File: src/rtl/lsu_mem_stage.sv
// Load/store stage: one data-memory transaction per request over a req/ack bus,
// with lane steering, strobes, load extension, alignment check and bus timeout.
module lsu_mem_stage #(
    parameter int unsigned TIMEOUT = 16
) (
    input  logic        cpu_clk,
    input  logic        cpu_rst,
    input  logic        lsu_start,
    input  logic [2:0]  lsu_op,
    input  logic [31:0] lsu_addr,
    input  logic [31:0] lsu_wdata,
    output logic        lsu_busy,
    output logic        lsu_done,
    output logic [31:0] lsu_rdata,
    output logic        lsu_ale,
    output logic        lsu_berr,
    output logic        dm_req,
    output logic        dm_we,
    output logic [31:0] dm_addr,
    output logic [3:0]  dm_wstrb,
    output logic [31:0] dm_wdata,
    input  logic        dm_ack,
    input  logic [31:0] dm_rdata
);

    typedef enum logic [1:0] {
        S_IDLE = 2'd0,
        S_REQ  = 2'd1,
        S_DONE = 2'd2
    } state_t;

    localparam logic [31:0] TMO_LAST = 32'(TIMEOUT - 32'd1);

    state_t      r_state;
    state_t      w_next;
    logic [2:0]  r_op;
    logic [1:0]  r_lane;
    logic [31:0] r_cnt;
    logic        w_accept;
    logic        w_misal;
    logic        w_timeout;

    function automatic logic f_misaligned(input logic [2:0] op, input logic [1:0] lane);
        logic bad;
        case (op)
            3'b001, 3'b100, 3'b110: bad = lane[0];
            3'b010, 3'b111:         bad = |lane;
            default:                bad = 1'b0;
        endcase
        return bad;
    endfunction

    function automatic logic [3:0] f_strb(input logic [2:0] op, input logic [1:0] lane);
        logic [3:0] s;
        case (op)
            3'b101:  s = 4'b0001 << lane;
            3'b110:  s = 4'b0011 << {lane[1], 1'b0};
            3'b111:  s = 4'b1111;
            default: s = 4'b0000;
        endcase
        return s;
    endfunction

    function automatic logic [31:0] f_wdata(input logic [2:0] op, input logic [31:0] wd);
        logic [31:0] d;
        case (op)
            3'b101:  d = {4{wd[7:0]}};
            3'b110:  d = {2{wd[15:0]}};
            3'b111:  d = wd;
            default: d = 32'h0000_0000;
        endcase
        return d;
    endfunction

    function automatic logic [31:0] f_load(input logic [2:0] op, input logic [1:0] lane,
                                           input logic [31:0] rd);
        logic [7:0]  b;
        logic [15:0] h;
        logic [31:0] v;
        case (lane)
            2'd0:    b = rd[7:0];
            2'd1:    b = rd[15:8];
            2'd2:    b = rd[23:16];
            default: b = rd[31:24];
        endcase
        h = lane[1] ? rd[31:16] : rd[15:0];
        case (op)
            3'b000:  v = {{24{b[7]}}, b};
            3'b001:  v = {{16{h[15]}}, h};
            3'b010:  v = rd;
            3'b011:  v = {24'h00_0000, b};
            3'b100:  v = {16'h0000, h};
            default: v = 32'h0000_0000;
        endcase
        return v;
    endfunction

    // Request acceptance, alignment and timeout decode.
    always_comb begin
        w_accept  = lsu_start && (r_state != S_REQ);
        w_misal   = f_misaligned(lsu_op, lsu_addr[1:0]);
        w_timeout = (TIMEOUT != 32'd0) && !dm_ack && (r_cnt == TMO_LAST);
    end

    // Next-state logic.
    always_comb begin
        w_next = r_state;
        case (r_state)
            S_IDLE, S_DONE: begin
                if (w_accept) begin
                    w_next = w_misal ? S_DONE : S_REQ;
                end else begin
                    w_next = S_IDLE;
                end
            end
            S_REQ: begin
                if (dm_ack || w_timeout) begin
                    w_next = S_DONE;
                end else begin
                    w_next = S_REQ;
                end
            end
            default: w_next = S_IDLE;
        endcase
    end

    // State register.
    always_ff @(posedge cpu_clk) begin
        if (cpu_rst) begin
            r_state <= S_IDLE;
        end else begin
            r_state <= w_next;
        end
    end

    // Registered outputs and request context; dm_* only change on an accepted aligned start.
    always_ff @(posedge cpu_clk) begin
        if (cpu_rst) begin
            r_op      <= 3'b000;
            r_lane    <= 2'b00;
            r_cnt     <= 32'd0;
            lsu_busy  <= 1'b0;
            lsu_done  <= 1'b0;
            lsu_rdata <= 32'h0000_0000;
            lsu_ale   <= 1'b0;
            lsu_berr  <= 1'b0;
            dm_req    <= 1'b0;
            dm_we     <= 1'b0;
            dm_addr   <= 32'h0000_0000;
            dm_wstrb  <= 4'b0000;
            dm_wdata  <= 32'h0000_0000;
        end else begin
            lsu_done <= (w_next == S_DONE);
            lsu_busy <= (w_next == S_REQ);
            dm_req   <= (w_next == S_REQ);
            if (w_accept) begin
                r_op      <= lsu_op;
                r_lane    <= lsu_addr[1:0];
                r_cnt     <= 32'd0;
                lsu_rdata <= 32'h0000_0000;
                lsu_berr  <= 1'b0;
                lsu_ale   <= w_misal;
                if (!w_misal) begin
                    dm_addr  <= {lsu_addr[31:2], 2'b00};
                    dm_we    <= (lsu_op >= 3'b101);
                    dm_wstrb <= f_strb(lsu_op, lsu_addr[1:0]);
                    dm_wdata <= f_wdata(lsu_op, lsu_wdata);
                end
            end else if (r_state == S_REQ) begin
                if (dm_ack) begin
                    if (!dm_we) begin
                        lsu_rdata <= f_load(r_op, r_lane, dm_rdata);
                    end
                end else if (w_timeout) begin
                    lsu_berr <= 1'b1;
                end else begin
                    r_cnt <= r_cnt + 32'd1;
                end
            end
        end
    end

endmodule

File: config.mk
export PLATFORM = sky130hd
export DESIGN_NAME = lsu_mem_stage
export DESIGN_NICKNAME = d
export VERILOG_FILES = /design/src/rtl/lsu_mem_stage.sv
export SDC_FILE = /design/constraint.sdc
export NUM_CORES = 1
export LEC_CHECK = 0
export BUFFER_PORTS_ARGS = -buffer_cell sky130_fd_sc_hd__buf_2
export CORE_ASPECT_RATIO = 0.75
export CORE_UTILIZATION = 40
export DETAILED_ROUTE_END_ITERATION = 10
export PLACE_DENSITY = 0.63
export REMOVE_ABC_BUFFERS = 1
export SYNTH_ARGS = -nofsm -noshare
export SYNTH_HDL_FRONTEND = slang
export SYNTH_SLANG_ARGS = --single-unit
export TNS_END_PERCENT = 50
File: constraint.sdc
create_clock -name cpu_clk -period 2.55 [get_ports cpu_clk]
set_input_delay 0.51 -clock cpu_clk [delete_from_list [all_inputs] [get_ports cpu_clk]]
set_output_delay 0.51 -clock cpu_clk [all_outputs]
set_load 0.02 [all_outputs]
==> impl_metrics.json, run 1 <==
{
  "cp-startpoint": "r_op[1]$_SDFFE_PP0N_",
  "clock_path_buffers": 2,
  "max_stage_delay_ns": 0.92,
  "cp-endpoint": "lsu_rdata[7]$_SDFFE_PP0P_",
  "fin_util_pct": 52.68,
  "yosys.area_share.adder_pct": 0.1812,
  "synth_xor_area_share_pct": 1.142,
  "critPathArrivalTime_ns": 2.64,
  "layout_min_cycle_time_ns": 2.301,
  "cts.clk_slew.worst_paths_ns": 0.06,
  "wl_met1_um": 9019,
  "r2r_slack_ns": 0.25,
  "hold_viol": 0,
  "post-route-cell-area_um2": 8864,
  "io_pins": 209,
  "vias_per_cell": 5.467,
  "die_area_um2": 17790,
  "antennaDiodeCount": 0,
  "drtIter0Drc": 506,
  "die_width_um": 153.7,
  "ctsResizeCount": 0,
  "worst_slew_pin_slew_ns": 1.217,
  "finalWirelength_um": 19260,
  "p_leak_nw": 3.801,
  "dr.pass1.iters": 5,
  "worstSetupPathType": "reg -> reg",
  "synth.distinct_cells": 52,
  "cts_tree": "built",
  "power.density_nw_per_um2": 657.4,
  "finalSetupViolations": 0,
  "routedWlPerCell_um": 16.15,
  "grt_antenna_before_repair": 0,
  "period_share_pct": 90.25,
  "grt_setup_unrepaired": "false",
  "critPathMaxFanout": 18,
  "hpwl_um": 13510,
  "syn_to_final_growth_pct": 28.38,
  "grt_pass1_wl_um": 30420,
  "htree_levels": 4,
  "synth_cells": 776,
  "grt_pass1_vias": 5888,
  "ir_drop_uv": 415.8,
  "final_cell_count_no_fill": 1193,
  "ys.flop_type": "dfxtp_1",
  "endpoint_kind": "flip-flop",
  "nets": 1069,
  "regArea_um2": 2843,
  "post_dp_cell_area_um2": 8244,
  "wl_met2_um": 8407,
  "worst_r2r_endpoint": "lsu_rdata[7]$_SDFFE_PP0P_",
  "cts_sinks": 142,
  "synth-compound-area-share_pct": 17.16,
  "die_height_um": 115.8,
  "yosysSeqAreaShare_pct": 41.17,
  "antenna_left": 0,
  "status": "complete, no violations",
  "grt-ovfl-total": 0,
  "hold_buffers": 0,
  "met3_length_um": 1713,
  "synth_warnings": 0,
  "start_kind": "flip-flop",
  "ys_ff_latch": 142,
  "ys_async_sr_fraction_pct": 0,
  "multi_input_area_um2": 3770,
  "avgSynthCellArea_um2": 8.897,
  "clk_latency_ns": 0.42,
  "placed_cells_incl_taps": 1161,
  "io_buffers": 206,
  "synth_edf_count": 0,
  "setup_ws_ns": 0.2485,
  "top_layer_used": "met4",
  "grt_max_degree": 61,
  "syn_area_um2": 6904,
  "clock_skew_ns": 0.005204,
  "initial_utilization_pct": 41.03,
  "regToRegStartpoint": "r_op[1]$_SDFFE_PP0N_",
  "drv_cap": 0,
  "core_um2": 16830,
  "synth.area.mux_share_pct": 16.15,
  "dp_slack_ns": 0.1300,
  "final_max_slew_viol_count": 0,
  "vias": 6522,
  "crit_chain": "nor3b_2 > or3_1 > a222oi_1 > o2bb2ai_1",
  "numCtsBuffers": 17,
  "final_layout_size_suffix_gt1_share_pct": 29.45,
  "crit_path_top_delay_cell": "nor3b_2",
  "gp_congestion": 0.7907,
  "placementRows": 41,
  "gr-usage-all-layers_pct": 21.68,
  "hold_class": "in -> reg",
  "post_cts_buffers": 0,
  "cp.required_ns": 2.89,
  "fill_cells": 1574,
  "cts-root-buf": "clkbuf_16",
  "r2r_cells": 4,
  "route.detailed.drc": 0,
  "synth-simple-area-share_pct": 19.59,
  "synth_top_family_by_area": "simple AND/OR/NAND/NOR gates",
  "slew_headroom_pct": 18.88,
  "fmax_mhz": 434.5
}
-- state kept, by name (all words and copies together), names as in the netlist --
register   cells
lsu_rdata     32
dm_wdata      32
lsu_done       1
dm_addr       30
lsu_berr       1
r_op           3
dm_wstrb       4
r_state        2
dm_req         1
r_lane         2
r_cnt         32
lsu_ale        1
dm_we          1
-- layer usage --
metal	track usage, %	vias to the layer above
li1	-	3240
met1	28.83	3050
met2	32.88	221
met3	8.788	11
met4	5.000	0
met5	0	-
-- cells in the mapped netlist (5+ instances only) --
| library cell | count | area share (%) |
|---|---|---|
| a22o_1 | 10 | 1.3 |
| nand2_1 | 155 | 8.4 |
| buf_2 | 8 | 0.58 |
| or4_1 | 11 | 1.2 |
| o21ai_0 | 12 | 0.87 |
| and4_1 | 5 | 0.63 |
| a221oi_1 | 23 | 2.9 |
| inv_1 | 5 | 0.27 |
| nor3_1 | 20 | 1.4 |
| nor2b_1 | 8 | 0.72 |
| a211o_1 | 8 | 1.0 |
| buf_1 | 6 | 0.33 |
| nand2b_1 | 11 | 1.0 |
| o31ai_1 | 9 | 0.98 |
| a222oi_1 | 8 | 1.2 |
| mux2i_1 | 90 | 13 |
| nand3_1 | 16 | 1.2 |
| o2bb2ai_1 | 25 | 3.2 |
| dfxtp_1 | 142 | 41 |
| or3_1 | 5 | 0.45 |
| mux4_2 | 8 | 2.6 |
| a21oi_1 | 52 | 3.8 |
| nor2_1 | 12 | 0.65 |
| clkbuf_1 | 54 | 2.9 |
| nand4_1 | 7 | 0.63 |
| nor4_1 | 14 | 1.3 |
| xnor2_1 | 6 | 0.76 |
-- worst min path at each step --
stage,from,to,cells after the start
after floorplan,r_cnt[31]$_SDFFE_PP0P_,r_cnt[31]$_SDFFE_PP0P_,2
final,lsu_addr[7],dm_addr[7]$_SDFFE_PP0P_,3
after CTS,lsu_addr[18],dm_addr[18]$_SDFFE_PP0P_,3
after global routing,lsu_addr[4],dm_addr[4]$_SDFFE_PP0P_,3
after global placement,dm_addr[10]$_SDFFE_PP0P_,dm_addr[10]$_SDFFE_PP0P_,2
after detailed placement,dm_addr[9]$_SDFFE_PP0P_,dm_addr[9]$_SDFFE_PP0P_,2
-- area by class of cell --
cell class	count	area share [%]
multi-input combinational	557	42.53
clock inverter	10	1.525
inverter	7	0.2964
tap	215	3.035
sequential	142	32.07
clock buffer	22	5.463
timing repair buffer	240	15.08
-- placed cells by master (no fill, tap or decap), types with 17 or more instances in the layout --
| master | synthesis | final |
|---|---|---|
| dfxtp_1 | 142 | 142 |
| mux2i_1 | 90 | 90 |
| a221oi_1 | 23 | 23 |
| buf_4 | 3 | 30 |
| o2bb2ai_1 | 25 | 25 |
| buf_2 | 8 | 206 |
| clkbuf_16 | 0 | 17 |
| a21oi_1 | 52 | 51 |
| nor3_1 | 20 | 20 |
| nand2_1 | 155 | 155 |
-- cell families after synthesis --
| logic type | after synthesis |
|---|---|
| simple gates | 281 |
| other cells | 1 |
| fa+ha+maj | 1 |
| mux | 101 |
| buf+inv | 78 |
| xor+xnor | 9 |
| compound gates | 163 |
| flops | 142 |
-- critical path: cells and delay by family, from the launching register on --
family	cells	cell delay, ns
simple gates	2	1.50
flops	1	0.36
compound gates	2	0.36
-- per-stage QoR --
step	hold WS (ns)	setup TNS, ns	power (mW)
final	0.3290	0	5.827
after global routing	0.3177	0	6.066
after CTS	0.3131	0	5.879
after detailed placement	0.4443	0	3.277
after global placement	0.4409	0	3.268
after floorplan	0.4426	-53.16	2.919
-- power by group --
group / leakage (nW) / switching (mW) / total (mW) / internal, mW
registers: 1.15 / 0.0450 / 2.34 / 2.30
clock network: 0.306 / 0.957 / 2.60 / 1.64
logic: 2.34 / 0.521 / 0.889 / 0.369
No activity file was read; power rests on OpenSTA's default activity.
==> run 2: changes to the inputs <==
Settings changed: ABC_AREA set to 1, HOLD_SLACK_MARGIN set to 0.15, PLACE_DENSITY 0.63 to not set, PLACE_DENSITY_LB_ADDON set to 0.1.
==> impl_metrics.json, run 2 <==
{
  "clock_skew_ns": 0.007002,
  "synth_edf_count": 0,
  "hold_buffers": 0,
  "grt-ovfl-total": 0,
  "synth_xor_area_share_pct": 0.8252,
  "critPathMaxFanout": 32,
  "htree_levels": 4,
  "dp_slack_ns": 0.4735,
  "grt_pass1_wl_um": 35180,
  "die_area_um2": 19130,
  "final_common_cell": "nand2_1",
  "avgSynthCellArea_um2": 6.228,
  "critPathBufInv": 0,
  "hold_class": "in -> reg",
  "cp.required_ns": 2.91,
  "antenna_left": 0,
  "synth_warnings": 0,
  "synth.area.mux_share_pct": 0,
  "cts-root-buf": "clkbuf_16",
  "synth-compound-area-share_pct": 11.60,
  "cts_sinks": 142,
  "ys_async_sr_fraction_pct": 0,
  "core_um2": 17920,
  "layout_min_cycle_time_ns": 1.955,
  "crit_path_top_delay_cell": "dfxtp_1",
  "worst_slew_pin_slew_ns": 0.6239,
  "hold_viol": 0,
  "initial_utilization_pct": 41.46,
  "vias": 7893,
  "yosys.area.top_type_share_pct": 38.26,
  "yosys-top-cells-count": "512 x nand2_1, 142 x dfxtp_1, 117 x a21oi_1, 106 x nor2_1, 85 x nand3_1",
  "ctsResizeCount": 0,
  "grt_setup_unrepaired": "false",
  "start_kind": "flip-flop",
  "fin_util_pct": 51.42,
  "io_buffers": 206,
  "finalWirelength_um": 21420,
  "syn_area_um2": 7430,
  "p_leak_nw": 4.191,
  "layout_common_cells": "512 x nand2_1, 206 x buf_2, 142 x dfxtp_1",
  "final_max_slew_viol_count": 0,
  "endpoint_kind": "flip-flop",
  "cp-startpoint": "r_cnt[0]$_SDFFE_PP0P_",
  "gr-usage-all-layers_pct": 22.90,
  "cts_tree": "built",
  "drv_cap": 0,
  "die_height_um": 120.0,
  "route.detailed.drc": 0,
  "status": "complete, no violations",
  "synth.top_cells.by_area": "dfxtp_1 38%, nand2_1 26%, a21oi_1 7.9%",
  "numCtsBuffers": 17,
  "period_share_pct": 76.65,
  "grt_antenna_before_repair": 1,
  "grt_max_degree": 48,
  "dr.pass1.iters": 5,
  "placed_cells_incl_taps": 1603,
  "slew_headroom_pct": 58.30,
  "ir_drop_uv": 390.8,
  "clk_latency_ns": 0.43,
  "synth.most_common_cell": "nand2_1",
  "worstSetupPathType": "reg -> reg",
  "setup_ws_ns": 0.5954,
  "cp_top_family": "simple AND/OR/NAND/NOR gates",
  "fmax_mhz": 511.6,
  "crit_chain": "ha_1 > nand2_2 > nor2_1 > nand2_1 > nor2_1 > nand2_2 > nand2_4 > nand2_1 > a21oi_1",
  "hpwl_um": 15290,
  "fill_cells": 1897,
  "top_regs": "dm_wdata x32, lsu_rdata x32, r_cnt x32",
  "ys.flop_type": "dfxtp_1",
  "finalSetupViolations": 0,
  "yosysSeqAreaShare_pct": 38.26,
  "synth_cells": 1193,
  "post_cts_buffers": 0,
  "critPathArrivalTime_ns": 2.31,
  "synth-simple-area-share_pct": 40.37,
  "placementRows": 42,
  "grt_pass1_vias": 7134,
  "vias_per_cell": 4.822,
  "final_cell_count_no_fill": 1637,
  "syn_to_final_growth_pct": 24.01,
  "die_width_um": 159.4,
  "drtIter0Drc": 448,
  "synth.distinct_cells": 35,
  "gp_congestion": 0.8999,
  "ys_ff_latch": 142,
  "synth.largest_area_cell": "dfxtp_1",
  "regToRegStartpoint": "r_cnt[0]$_SDFFE_PP0P_",
  "routedWlPerCell_um": 13.08,
  "io_pins": 209,
  "clock_path_buffers": 2,
  "power.density_nw_per_um2": 622.6,
  "hp-start": "lsu_wdata[6]",
  "synth_top_family_by_area": "simple AND/OR/NAND/NOR gates",
  "nets": 1484,
  "yosys.area_share.adder_pct": 0.1684,
  "cts.clk_slew.worst_paths_ns": 0.07,
  "final_layout_size_suffix_gt1_share_pct": 20.96,
  "max_stage_delay_ns": 0.44
}
-- run 2: per-layer routing --
layer / GRT usage (%) / up-vias / routed length (um)
li1: - / 4145 / -
met4: 7.031 / 0 / 239
met3: 7.259 / 19 / 1613
met2: 34.87 / 200 / 8946
met5: 0 / - / 0
met1: 30.72 / 3529 / 10620
-- run 2: metrics by stage --
stage / hold slack [ns] / TNS [ns] / area (um^2) / power, mW
6_report: 0.2967 / 0 / 9214 / 5.736
5_1_grt: 0.2992 / 0 / 9211 / 5.990
4_1_cts: 0.2849 / 0 / 9209 / 5.794
3_5_place_dp: 0.4353 / 0 / 8586 / 3.162
3_3_place_gp: 0.4336 / 0 / 8586 / 3.161
2_1_floorplan: 0.4714 / -0.5152 / 7098 / 2.839
-- run 2: logic make-up after synthesis --
logic type	Yosys count
XOR/XNOR	7
adder cells (fa/ha/maj)	1
AND/OR/NAND/NOR	737
buffers and inverters	139
other	1
AO/OA/AOI/OAI	166
flip-flops	142
-- run 2: where the power goes --
group | internal [mW] | switching (mW) | total, mW
logic | 0.265 | 0.516 | 0.782
registers | 2.29 | 0.0411 | 2.33
clock network | 1.50 | 1.13 | 2.63
total | 4.05 | 1.69 | 5.74
-- run 2: final cells by class --
class | instances | area [um^2] | share of cell area (%)
clock buffer | 17 | 425.4 | 4.617
antenna | 2 | 5.005 | 0.05432
timing repair buffer | 224 | 1179 | 12.79
sequential | 142 | 2843 | 30.85
inverter | 82 | 312.8 | 3.395
multi-input combinational | 913 | 3949 | 42.86
clock inverter | 15 | 197.7 | 2.146
tap | 242 | 302.8 | 3.286
-- run 2: path summary, 6_finish.rpt --
path	endpoint	slack (ns)	cells after the start
max reg2reg	r_cnt[17]$_SDFFE_PP0P_	0.60	9
min	dm_wdata[6]$_SDFFE_PP0P_	0.30	3
max	r_cnt[17]$_SDFFE_PP0P_	0.60	9
min reg2reg	dm_wdata[14]$_SDFFE_PP0P_	0.45	2
-- run 2: worst reg2reg max path, cell delays in order, from the launching register on --
cell,delay [ns]
dfxtp_1,0.44
ha_1,0.39
nand2_2,0.12
nor2_1,0.12
nand2_1,0.06
nor2_1,0.13
nand2_2,0.09
nand2_4,0.30
nand2_1,0.10
a21oi_1,0.15
==> run 3: changes to the inputs <==
Clock period 2.55 ns to 1.8 ns, I/O delays scaled along.
==> impl_metrics.json, run 3 (synthesized netlist as in run 2, its figures left out) <==
{
  "clock_skew_ns": 0.008976,
  "clk_latency_ns": 0.43,
  "cp_top_family": "simple AND/OR/NAND/NOR gates",
  "numCtsBuffers": 17,
  "grt_antenna_before_repair": 2,
  "htree_levels": 4,
  "initial_utilization_pct": 41.46,
  "grt-ovfl-total": 0,
  "syn_to_final_growth_pct": 27.45,
  "cts_sinks": 142,
  "cts_tree": "built",
  "fmax_mhz": 607.1,
  "fill_cells": 1911,
  "crit_path_top_delay_cell": "dfxtp_1",
  "placementRows": 42,
  "vias_per_cell": 4.780,
  "cts-root-buf": "clkbuf_16",
  "critPathBufInv": 0,
  "final_max_slew_viol_count": 0,
  "route.detailed.drc": 0,
  "power.density_nw_per_um2": 866.6,
  "setup_ws_ns": 0.1528,
  "top_regs": "dm_wdata x32, lsu_rdata x32, r_cnt x32",
  "die_height_um": 120.0,
  "critPathMaxFanout": 32,
  "holdPathStages": 3,
  "die_area_um2": 19130,
  "dp_slack_ns": 0.1007,
  "io_buffers": 206,
  "r2r_cells": 9,
  "die_width_um": 159.4,
  "layout_min_cycle_time_ns": 1.647,
  "io_pins": 209,
  "routedWlPerCell_um": 13.04,
  "status": "complete, no violations",
  "drv_cap": 0,
  "grt_pass1_wl_um": 35210,
  "grt_max_degree": 46,
  "drtIter0Drc": 576,
  "hold_viol": 0,
  "final_layout_size_suffix_gt1_share_pct": 21.85,
  "hpwl_um": 15250,
  "layout_common_cells": "512 x nand2_1, 206 x buf_2, 141 x dfxtp_1",
  "hold_class": "in -> reg",
  "cp.required_ns": 2.15,
  "worstSetupPathType": "reg -> reg",
  "final_common_cell": "nand2_1",
  "r2r_slack_ns": 0.15,
  "finalSetupViolations": 0,
  "finalPower_mw": 8.206,
  "post_cts_buffers": 0,
  "hp-start": "lsu_addr[23]",
  "hold_path_end": "dm_addr[23]$_SDFFE_PP0P_",
  "antenna_left": 0,
  "worst_r2r_endpoint": "r_cnt[16]$_SDFFE_PP0P_",
  "finalWirelength_um": 21620,
  "period_share_pct": 91.51,
  "ir_drop_uv": 658.3,
  "clock_path_buffers": 2,
  "crit_chain": "ha_2 > nand2_2 > nor2_1 > nand2_1 > nor2_1 > nand2_2 > nand2_8 > nand2_1 > a21oi_1",
  "post-route-cell-area_um2": 9469,
  "gr-usage-all-layers_pct": 22.86,
  "nets": 1505,
  "slew_headroom_pct": 47.63,
  "endpoint_kind": "flip-flop",
  "vias": 7926,
  "post_dp_cell_area_um2": 8753,
  "worst_slew_pin_slew_ns": 0.7827,
  "grt_pass1_vias": 7122,
  "critPathArrivalTime_ns": 2.00,
  "p_leak_nw": 4.319,
  "start_kind": "flip-flop",
  "core_um2": 17920,
  "max_stage_delay_ns": 0.38,
  "gp_congestion": 0.8640,
  "regToRegStartpoint": "r_cnt[1]$_SDFFE_PP0P_",
  "dr.pass1.iters": 5,
  "cts.clk_slew.worst_paths_ns": 0.07
}
-- run 3: cell count changes in the layout (fill, tap and decap cells not counted), moves of 2 or more --
cell           previous run  this run
dlygate4sd3_1             0         7
clkinv_4                  1         3
inv_6                     5         3
buf_4                    17        25
buf_12                    1         6
inv_8                     4         6
-- run 3: worst max-delay path by stage --
stage,start,end,slack (ns),depth (start not counted)
final,r_cnt[1]$_SDFFE_PP0P_,r_cnt[16]$_SDFFE_PP0P_,0.15,9
after global routing,r_cnt[1]$_SDFFE_PP0P_,r_cnt[23]$_SDFFE_PP0P_,-0.04,9
after CTS,r_cnt[1]$_SDFFE_PP0P_,r_cnt[24]$_SDFFE_PP0P_,0.07,9
after detailed placement,r_cnt[1]$_SDFFE_PP0P_,r_cnt[24]$_SDFFE_PP0P_,0.10,9
after global placement,r_cnt[1]$_SDFFE_PP0P_,r_cnt[24]$_SDFFE_PP0P_,0.14,9
after floorplan,lsu_start,dm_wstrb[2]$_SDFFE_PP0P_,-0.62,6
-- run 3: power by group --
| group | internal, mW | leakage (nW) | total, mW | switching (mW) |
|---|---|---|---|---|
| registers | 3.24 | 1.15 | 3.30 | 0.0587 |
| clock network | 2.13 | 0.307 | 3.74 | 1.61 |
| logic | 0.427 | 2.86 | 1.17 | 0.745 |
-- run 3: cell type report --
type                    instances  area (um^2)  share of cell area, %
clock buffers                  17        425.4                  4.493
clock inverters                15        196.4                  2.075
repair buffers                245         1420                  15.00
flip-flops and latches        142         2844                  30.03
diodes                          2        5.005                0.05285
well taps                     242        302.8                  3.198
inverters                      82        312.8                  3.303
multi-input cells             913         3963                  41.85
-- run 3: routing by layer --
layer  vias up  global-route usage, %  wire [um]  share of wire [%]
met4         0                  6.671        169               0.78
met3        16                  6.118       1531                7.1
li1       4181                      -          -                  -
met2       218                  34.92       9111                 42
met5         -                      0          0                  0
met1      3511                  31.44      10810                 50
-- run 3: worst min-delay path, delay by kind of cell --
| kind | cells | cell delay, ns |
|---|---|---|
| buffers and inverters | 1 | 0.09 |
| AND/OR/NAND/NOR | 1 | 0.05 |
| AO/OA/AOI/OAI | 1 | 0.05 |
-- run 3: timing repair --
action,4_1_cts,5_1_grt
hold buffers,7,0
endpoints found under the hold margin,7,0
endpoints found under the setup margin,0,31
resized for setup,0,5
-- run 3: through the flow --
stage,TNS [ns],std cells,utilization (%),hold slack (ns)
floorplan,-47.87,1137,-,0.4291
global placement,0,1617,48.85,0.4324
detailed placement,0,1617,48.85,0.4352
CTS,0,1656,52.71,0.1514
global route,-0.2636,1656,52.81,0.1631
finish,0,1658,52.84,0.1698
